$ cat config.mk
export PLATFORM = sky130hd
export DESIGN_NAME = writeback_unit
export DESIGN_NICKNAME = d
export VERILOG_FILES = /design/src/rtl/writeback_unit.sv
export SDC_FILE = /design/constraint.sdc
export NUM_CORES = 1
export LEC_CHECK = 0
export BUFFER_PORTS_ARGS = -buffer_cell sky130_fd_sc_hd__buf_4
export CAP_MARGIN = 5
export CORE_ASPECT_RATIO = 0.75
export CORE_MARGIN = 2
export CORE_UTILIZATION = 40
export DETAILED_ROUTE_END_ITERATION = 8
export GPL_TIMING_DRIVEN = 0
export PLACE_DENSITY = 0.63
export SLEW_MARGIN = 10
export SYNTH_ARGS = -nofsm -noshare
export SYNTH_HDL_FRONTEND = slang
export SYNTH_SLANG_ARGS = --single-unit
export TNS_END_PERCENT = 20
$ cat constraint.sdc
create_clock -name clk -period 3.5 [get_ports clk]
set_input_delay 0.7 -clock clk [delete_from_list [all_inputs] [get_ports clk]]
set_output_delay 0.7 -clock clk [all_outputs]
set_load 0.02 [all_outputs]
$ cat src/rtl/writeback_unit.sv
// Writeback stage: registers ALU results into the register file and formats
// load data returned by the data memory, with alignment and timeout checking.
module writeback_unit #(
  parameter int unsigned TIMEOUT = 255
) (
  input  logic        clk,
  input  logic        rst,
  input  logic        in_valid,
  output logic        in_ready,
  input  logic        in_is_load,
  input  logic        in_wen,
  input  logic [4:0]  in_rd,
  input  logic [31:0] in_result,
  input  logic [2:0]  in_funct3,
  input  logic        mem_rvalid,
  input  logic [31:0] mem_rdata,
  output logic        reg_we,
  output logic [4:0]  dstreg_num,
  output logic [31:0] dstreg_data,
  output logic        err
);

  localparam logic [7:0] TIMEOUT_CNT = 8'(TIMEOUT);

  typedef enum logic [1:0] {
    IDLE     = 2'd0,
    WAIT_MEM = 2'd1,
    DRAIN    = 2'd2
  } state_t;

  state_t      state_r, state_s;
  logic [7:0]  wait_cnt_r, wait_cnt_s;
  logic [4:0]  ld_rd_r, ld_rd_s;
  logic        ld_wen_r, ld_wen_s;
  logic [2:0]  ld_funct3_r, ld_funct3_s;
  logic [1:0]  ld_addr_r, ld_addr_s;
  logic        reg_we_r, reg_we_s;
  logic [4:0]  dstreg_num_r, dstreg_num_s;
  logic [31:0] dstreg_data_r, dstreg_data_s;
  logic        err_r, err_s;

  // Reserved funct3 encodings fall through to the full-word case.
  function automatic logic [31:0] format_load(input logic [2:0] funct3,
                                              input logic [1:0] addr,
                                              input logic [31:0] word);
    logic [31:0] shifted;
    logic [7:0]  byte_v;
    logic [15:0] half_v;
    shifted = word >> {addr, 3'b000};
    byte_v  = shifted[7:0];
    half_v  = addr[1] ? word[31:16] : word[15:0];
    case (funct3)
      3'b000:  return {{24{byte_v[7]}}, byte_v};
      3'b001:  return {{16{half_v[15]}}, half_v};
      3'b100:  return {24'd0, byte_v};
      3'b101:  return {16'd0, half_v};
      default: return word;
    endcase
  endfunction

  function automatic logic is_misaligned(input logic [2:0] funct3,
                                         input logic [1:0] addr);
    case (funct3)
      3'b000, 3'b100: return 1'b0;
      3'b001, 3'b101: return addr[0];
      default:        return (addr != 2'b00);
    endcase
  endfunction

  assign in_ready    = (state_r != WAIT_MEM);
  assign reg_we      = reg_we_r;
  assign dstreg_num  = dstreg_num_r;
  assign dstreg_data = dstreg_data_r;
  assign err         = err_r;

  // Next-state and next-output logic; write data only changes on an actual write.
  always_comb begin
    state_s       = state_r;
    wait_cnt_s    = wait_cnt_r;
    ld_rd_s       = ld_rd_r;
    ld_wen_s      = ld_wen_r;
    ld_funct3_s   = ld_funct3_r;
    ld_addr_s     = ld_addr_r;
    reg_we_s      = 1'b0;
    dstreg_num_s  = dstreg_num_r;
    dstreg_data_s = dstreg_data_r;
    err_s         = err_r;
    case (state_r)
      IDLE, DRAIN: begin
        if (in_valid && in_is_load) begin
          state_s     = WAIT_MEM;
          wait_cnt_s  = 8'd0;
          ld_rd_s     = in_rd;
          ld_wen_s    = in_wen;
          ld_funct3_s = in_funct3;
          ld_addr_s   = in_result[1:0];
        end else if (in_valid) begin
          state_s = IDLE;
          if (in_wen && (in_rd != 5'd0)) begin
            reg_we_s      = 1'b1;
            dstreg_num_s  = in_rd;
            dstreg_data_s = in_result;
          end else begin
            reg_we_s = 1'b0;
          end
        end else begin
          state_s = IDLE;
        end
      end
      WAIT_MEM: begin
        if (mem_rvalid) begin
          state_s = DRAIN;
          if (is_misaligned(ld_funct3_r, ld_addr_r)) begin
            err_s = 1'b1;
          end else if (ld_wen_r && (ld_rd_r != 5'd0)) begin
            reg_we_s      = 1'b1;
            dstreg_num_s  = ld_rd_r;
            dstreg_data_s = format_load(ld_funct3_r, ld_addr_r, mem_rdata);
          end else begin
            reg_we_s = 1'b0;
          end
        end else if (wait_cnt_r == TIMEOUT_CNT) begin
          err_s   = 1'b1;
          state_s = IDLE;
        end else begin
          wait_cnt_s = wait_cnt_r + 8'd1;
        end
      end
      default: begin
        state_s = IDLE;
      end
    endcase
  end

  // State register.
  always_ff @(posedge clk or negedge rst) begin
    if (!rst) begin
      state_r <= IDLE;
    end else begin
      state_r <= state_s;
    end
  end

  // Load context, wait counter and registered outputs.
  always_ff @(posedge clk or negedge rst) begin
    if (!rst) begin
      wait_cnt_r    <= 8'd0;
      ld_rd_r       <= 5'd0;
      ld_wen_r      <= 1'b0;
      ld_funct3_r   <= 3'd0;
      ld_addr_r     <= 2'd0;
      reg_we_r      <= 1'b0;
      dstreg_num_r  <= 5'd0;
      dstreg_data_r <= 32'd0;
      err_r         <= 1'b0;
    end else begin
      wait_cnt_r    <= wait_cnt_s;
      ld_rd_r       <= ld_rd_s;
      ld_wen_r      <= ld_wen_s;
      ld_funct3_r   <= ld_funct3_s;
      ld_addr_r     <= ld_addr_s;
      reg_we_r      <= reg_we_s;
      dstreg_num_r  <= dstreg_num_s;
      dstreg_data_r <= dstreg_data_s;
      err_r         <= err_s;
    end
  end

endmodule
# ---- After elaboration in Yosys (flattened, before gate mapping)
# Cells that the tools add are included.
# W data, S select, Z words.
dict set report classes {
  n_addsub 1
  n_eq_ne 18
  n_shift 1
  muxes 37
  n_reduce_logical 17
}
# cell n
set ops {}
lappend ops {{$mux W32} 6}
lappend ops {{$pmux W32 S4} 1}
lappend ops {{$pmux W32 S2} 1}
lappend ops {{$shr A32 B5 Y8} 1}
lappend ops {{$mux W5} 6}
lappend ops {{$mux W8} 3}
lappend ops {{$ne A2 B2 Y1 const B} 9}
lappend ops {{$mux W16} 1}
lappend ops {{$pmux W8 S2} 1}
lappend ops {{$mux W1} 12}
lappend ops {{$pmux W5 S2} 1}
lappend ops {{$reduce_bool A5 Y1} 2}
lappend ops {{$add A8 B1 Y8 const B} 1}
lappend ops {{$eq A8 B8 Y1 const B} 1}
lappend ops {{$reduce_and A7 Y1} 1}
lappend ops {{$eq A3 B3 Y1 const B} 2}
lappend ops {{$reduce_bool A2 Y1} 3}
lappend ops {{$reduce_or A2 Y1} 3}
lappend ops {{$mux W2} 2}
lappend ops {{$ne A2 B1 Y1 const B} 2}
lappend ops {{$pmux W1 S2} 2}
lappend ops {{$pmux W2 S2} 1}
lappend ops {{$reduce_and A4 Y1} 1}
lappend ops {{$eq A3 B1 Y1 const B} 1}
lappend ops {{8 further kinds} 10}
dict set report totals {
  reg_bits 60
  in_bits 78
  output_inout_bits 40
  elab_cells 84
}

# ---- Longest topological paths before layout
# Gate-level depths: netlist of run 1.
dict set report logic_depth {
  word_depth 8
  ltp_mapped 6
  mapped_depth_nobuf 5
}

# ---- Worst setup path after synthesis of run 1
# OpenSTA, ideal clock, no wires.
dict set report synth_timing {
  path_type {input to register}
  startpoint {input port in_rd[1]}
  endpoint {register dstreg_data_r[10], in the netlist dstreg_data[10]}
  setup_ns 0.125
  arrival_ns 2.083
  required_ns 3.375
  setup_slack_ns 1.292
  stages 6
  path_buffers 1
  cell_sequence {or4_4 o21ai_4 o21a_4 inv_2 buf_6 mux2_4}
}
dict set report synth_between {
  elab_chain_len 4
}
# item line_no
set synth_lines {}
lappend synth_lines {{from (decl)} 12} ;# input logic [4:0] in_rd,
lappend synth_lines {{$reduce_bool A5 Y1} 99} ;# if (in_wen && (in_rd != 5'd0)) begin
lappend synth_lines {{$logic_and A1 B1 Y1} 99}
lappend synth_lines {{$ne A2 B2 Y1 (no line)} --}
lappend synth_lines {{$reduce_and A7 Y1 (no line)} --}
lappend synth_lines {{to (signal assigned)} 164} ;# dstreg_data_r <= dstreg_data_s;
lappend synth_lines {{to (decl)} 39} ;# logic [31:0] dstreg_data_r, dstreg_data_s;
# No other way between the ends.
# A chain may end at the register's enable or synchronous reset.

# ---- Worst setup path in the final report of run 1
dict set report layout_timing {
  startpoint {register state_r[1]}
  endpoint {output port in_ready}
}
dict set report layout_between {
  elab_chain_len 1
}
# item line_no
set layout_lines {}
lappend layout_lines {{from (decl)} 31} ;# state_t state_r, state_s;
lappend layout_lines {{from (signal assigned)} 140} ;# state_r <= state_s;
lappend layout_lines {{$ne A2 B1 Y1} 70} ;# assign in_ready = (state_r != WAIT_MEM);
lappend layout_lines {{to (decl)} 9} ;# output logic in_ready,
# No other way between the ends.

==> results.cfg, run 1 <==
[outcome]
status = finished, final reports clean

[cells_and_area]
area_growth_pct = 35.4
multi_input_area_um2 = 2050
register_area_um2 = 1500
layout_commonest_cell = buf_4
postLayoutCellArea_um2 = 5060
drive_gt1_share_pct = 29.7
finalNetCount = 623
layout_common_cells = 117 x buf_4, 61 x nand2_1, 60 x dfrtp_1
fillers = 830
diodes = 0

[clocking]
h-tree-depth = 3
postCtsHoldBufs = 0
cts_inserted_buffers = 9
ctsResizeCount = 0
cts_setup_buffers = 0
path_clk_slew_ns = 0.06
cts_sinks = 60
ctsRootBufferMaster = clkbuf_16
clk_path_buf_depth = 2
cts_tree = done
clk_latency_ns = 0.33

[grt]
overflow = 0
grt_first_pass_wirelength_um = 19900
grt_pass1_vias = 3769
grt_max_degree = 61
track_usage_pct = 25.8
antenna_found_initial = 0

[yosys]
yosys_warnings = 0
synth.top_cell.area_share_pct = 40.2
syn_nets = 495
synth_area_leaders = dfrtp_1 40%, o211ai_1 6.6%, nand2_1 6.1%, o41ai_1 5.2%, mux2_4 3.6%
syn_inst = 416
ys.flop_type = dfrtp_1
ys_seq_area_share_pct = 40.2
syn_area_per_cell_um2 = 8.98
synth_edf_count = 0
ys_async_sr_fraction_pct = 100
ys_ff_latch = 60
synth_cell_types = 54
yosys.area.top_type = dfrtp_1
synth_area_um2 = 3730

[timing]
fin_crit_ns = 2.42
finalHoldViolations = 0
period_share_pct = 69.3
drv_slew = 0
setup_viol = 0
finalSetupTns_ns = 0
fmax_mhz = 412
slew-limit-headroom_pct = 38.2
fin_worst_skew_ns = 0.00864
worst_pin_slew_ns = 0.925
rsz0062_at_grt = false

[worst_setup_path]
arrival_ns = 1.72
slowest_stage = dfrtp_1
criticalPathCategory = reg -> out
worst_setup_path_end_kind = output pin
worstPathRequired_ns = 2.80
crit_chain = and2b_1 -> clkinv_1 -> buf_2 -> buf_4
slowest_delay_ns = 0.35
path_max_fanout = 10
start_kind = flip-flop

[power]
vdd_drop_max_mv = 0.284
p_int_uw = 2120
p_switching_uw = 1260
pwr_density_cell_nw_per_um2 = 668
leakage_uw = 0.00219
pwr-share-clk_pct = 25.6
pwr-share-seq_pct = 32.4
combinationalPowerShare_pct = 42.0
netSwitchingFraction_pct = 37.1

[routing]
via_per_inst = 5.83
vias = 3939
ant_nets = 0
detail_route.wl_per_cell_um = 18.9
firstDrtPassIters = 7
wl_um = 12800
drt_iter0_markers = 284
drt_drc_violations_left = 0

[place]
io_buffers = 117
dp_hpwl_um = 9510
place_area_um2 = 4770
gp_congestion = 0.868

[worst_hold_path]
hold_class = in -> async

[floorplan]
die_area_um2 = 10100
rows = 30
die_w_um = 116
ios = 118
fp.dieH_um = 87.7
start_util_pct = 41.3
core_um2 = 9050

[flow_run]
drv_cap = 0
==> power by group through the flow <==
stage,clock [uW],sequential (uW),combinational [uW]
final,865,1100,1420
after floorplan,0,1310,588
after detailed placement,0,1100,1410
after CTS,877,1090,1420
after global routing,914,1120,1530
after global placement,0,1090,1390
==> synth_stat cells (2+ instances only) <==
master	number
a2111oi_0	8
a211oi_1	15
a21oi_1	25
a22oi_1	2
a31oi_1	9
a32oi_1	7
buf_1	2
buf_2	7
clkbuf_1	24
dfrtp_1	60
inv_1	9
mux2_2	10
mux2_4	9
nand2_1	61
nand2b_1	4
nand3_1	4
nand3b_1	11
nand4_1	2
nor2_1	36
nor2b_1	5
nor3_1	2
nor3b_1	2
o211ai_1	33
o21ai_0	7
o31ai_1	4
o41ai_1	22
or3_1	7
or4_1	2
xnor2_1	2
==> stage by stage <==
| step | utilization, % | setup WS (ns) | power (uW) | hold slack [ns] | cells |
|---|---|---|---|---|---|
| floorplan | - | 1.29 | 1900 | 0.404 | 416 |
| global placement | 52.8 | 0.952 | 2490 | 0.454 | 661 |
| detailed placement | 52.8 | 0.967 | 2510 | 0.462 | 661 |
| CTS | 55.9 | 1.10 | 3390 | 0.485 | 676 |
| global route | 55.9 | 0.908 | 3570 | 0.511 | 676 |
| finish | 55.9 | 1.08 | 3380 | 0.431 | 676 |
==> critical path: cells and delay by family (launching register included) <==
| kind | cells | cell delay [ns] |
|---|---|---|
| buffers and inverters | 3 | 0.83 |
| flip-flops | 1 | 0.35 |
| AND/OR/NAND/NOR | 1 | 0.22 |
==> metal layers <==
layer	global-route usage, %	part of all wire [%]	wire length [um]	vias up
met5	0	0	0	-
met4	6.02	0.87	111	0
met3	5.67	9.4	1200	14
met2	37.4	43	5490	197
met1	39.2	47	5960	1883
li1	-	-	-	1845
==> final cells by class <==
cell class,count,share of cell area [%]
plain buffers,34,2.84
clock buffers,13,4.95
clock inverters,2,0.693
inverters,11,0.816
multi-input cells,311,40.5
flip-flops and latches,60,29.7
well taps,128,3.17
repair buffers,117,17.4
==> worst paths after layout <==
check / startpoint / to / slack [ns] / cells after the start
min in group clk: err / err / 0.48 / 1
min: rst / dstreg_data[18] / 0.43 / 1
max in group asynchronous: rst / wait_cnt_r[4] / 2.52 / 1
min reg2reg: err / err / 0.48 / 1
max: state_r[1] / in_ready / 1.08 / 4
max reg2reg: ld_addr_r[0] / dstreg_data[1] / 1.10 / 4
==> kinds of logic (layout without fill, tap and decap cells) <==
| family | count (synthesis) | after routing | share of synthesized area [%] |
|---|---|---|---|
| mux | 19 | 19 | 6.63 |
| fa+ha+maj | 1 | 1 | 0.335 |
| xor+xnor | 2 | 2 | 0.469 |
| compound gates | 143 | 143 | 28.6 |
| simple gates | 146 | 146 | 18.8 |
| flops | 60 | 60 | 40.2 |
| buf+inv | 45 | 177 | 4.96 |
==> sequential cells by signal, indices dropped and copies added, names as in the netlist <==
name / flops
dstreg_data: 32
ld_wen_r: 1
err: 1
ld_rd_r: 5
ld_funct3_r: 3
wait_cnt_r: 8
dstreg_num: 5
ld_addr_r: 2
state_r: 2
reg_we: 1
Power figures use the tool's default switching activity.
==> inputs of run 2 (changes only) <==
- PLACE_DENSITY: 0.63 -> 0.66
- clock period: 3.5 -> 2.1 ns (I/O delays scaled with it)
==> results.cfg, run 2 (synthesis gave the netlist of run 1 again) <==
[floorplan]
die_w_um = 116
ios = 118
core_um2 = 9050
die_area_um2 = 10100
rows = 30
start_util_pct = 41.3
fp.dieH_um = 87.7

[cells_and_area]
final_cells = 678
fillers = 842
area_growth_pct = 36.8
layout_common_cells = 120 x buf_4, 61 x nand2_1, 60 x dfrtp_1
utilization_pct = 56.5
finalNetCount = 625
layout_commonest_cell = buf_4
diodes = 0
drive_gt1_share_pct = 32.7
largest_reg_flops = 32

[clocking]
cts_sinks = 60
clk_path_buf_depth = 2
clk_latency_ns = 0.33
ctsRootBufferMaster = clkbuf_16
h-tree-depth = 3
cts_inserted_buffers = 9
postCtsHoldBufs = 0
cts_tree = done
path_clk_slew_ns = 0.06

[timing]
period_share_pct = 98.8
finalHoldViolations = 0
setup_viol = 0
slew-limit-headroom_pct = 48.2
drv_slew = 0
rsz0062_at_grt = true
fin_worst_skew_ns = 0.00534
holdWs_ns = 0.174
fin_crit_ns = 2.08
worst_pin_slew_ns = 0.777
fmax_mhz = 482

[place]
dp.cells = 661
io_buffers = 117
gp_congestion = 0.951
dp_hpwl_um = 9450

[worst_setup_path]
r2r_start = ld_funct3_r[1]
start_kind = flip-flop
r2r_cells = 5
r2r_end = dstreg_data[17]
path_max_fanout = 10
worst_setup_path_end_kind = flip-flop
arrival_ns = 2.28
rrSetupSlack_ns = 0.02
criticalPathCategory = reg -> reg
worstPathRequired_ns = 2.30

[grt]
overflow = 0
grt_pass1_vias = 3882
grt_first_pass_wirelength_um = 20200
antenna_found_initial = 0
track_usage_pct = 25.9
grt_max_degree = 61

[routing]
drt_iter0_markers = 324
detail_route.wl_per_cell_um = 18.9
firstDrtPassIters = 4
wl_um = 12800
vias = 3919
ant_nets = 0
drt_drc_violations_left = 0
via_per_inst = 5.78

[power]
p_int_uw = 3470
total_power_uw = 5630
netSwitchingFraction_pct = 38.4
vdd_drop_max_mv = 0.537
pwr-share-seq_pct = 32.5
pwr-share-clk_pct = 24.9
combinationalPowerShare_pct = 42.5
leakage_uw = 0.00222
p_switching_uw = 2160
pwr_density_cell_nw_per_um2 = 1100

[outcome]
status = finished, final reports clean

[flow_run]
drv_cap = 0

[worst_hold_path]
hold_class = in -> async
-- run 2: cell count changes in the layout (fill, tap and decap cells not counted), sizes merged --
cell / previous run / this run
clkinv: 2 / 3
clkinvlp: 0 / 2
clkbuf: 37 / 35
bufinv: 1 / 0
buf: 127 / 129
-- run 2: worst max path at each step --
| stage | startpoint | to | slack [ns] | cells past startpoint |
|---|---|---|---|---|
| 6_report | ld_funct3_r[1] | dstreg_data[17] | 0.02 | 5 |
| 5_1_grt | ld_funct3_r[1] | dstreg_data[22] | -0.08 | 5 |
| 4_1_cts | ld_rd_r[1] | dstreg_data[8] | 0.009 | 6 |
| 3_5_place_dp | ld_funct3_r[1] | dstreg_data[0] | -0.16 | 4 |
| 3_3_place_gp | ld_funct3_r[1] | dstreg_data[0] | -0.23 | 4 |
| 2_1_floorplan | in_rd[1] | dstreg_data[10] | 0.17 | 6 |
-- run 2: through the flow --
stage / setup TNS [ns] / area (um2) / setup WS (ns)
2_1_floorplan: 0 / 3730 / 0.172
3_3_place_gp: -1.93 / 4770 / -0.235
3_5_place_dp: -2.11 / 4770 / -0.160
4_1_cts: 0 / 5070 / 0.00887
5_1_grt: -0.804 / 5110 / -0.0822
6_report: 0 / 5110 / 0.0244
-- run 2: what timing repair did --
action	in CTS	in global routing
endpoints found under the setup margin	29	32
endpoints found under the hold margin	0	0
pin swaps	1	1
gates resized for setup	5	16
buffers inserted	0	2
-- run 2: area by class of cell --
type                    instances  area (um2)  share of cell area [%]
repair buffers                119         893                    17.5
plain buffers                  34         153                    2.99
inverters                      11        42.5                   0.833
clock buffers                  11         253                    4.95
well taps                     128         160                    3.13
multi-input cells             311        2080                    40.7
flip-flops and latches         60        1500                    29.4
clock inverters                 4        25.0                   0.490
-- run 2: power groups by stage --
| stage | combinational [uW] | clock, uW | sequential [uW] |
|---|---|---|---|
| after floorplan | 981 | 0 | 2180 |
| after CTS | 2370 | 1420 | 1830 |
| after global placement | 2320 | 0 | 1830 |
| after detailed placement | 2350 | 0 | 1830 |
| final | 2400 | 1400 | 1830 |
| after global routing | 2580 | 1470 | 1880 |
-- run 2: worst max-delay path, cell delays in order (launching register included) --
cell	delay [ns]
dfrtp_1	0.43
a21oi_1	0.30
o2111ai_2	0.24
o21a_4	0.32
buf_2	0.21
o41ai_1	0.44
-- run 2: per-layer routing --
metal	up-vias	GRT usage (%)	part of all wire, %
met3	15	5.88	9.0
li1	1842	-	-
met1	1854	38.3	48
met2	208	38.1	41
met4	0	7.12	1.3
met5	-	0	0
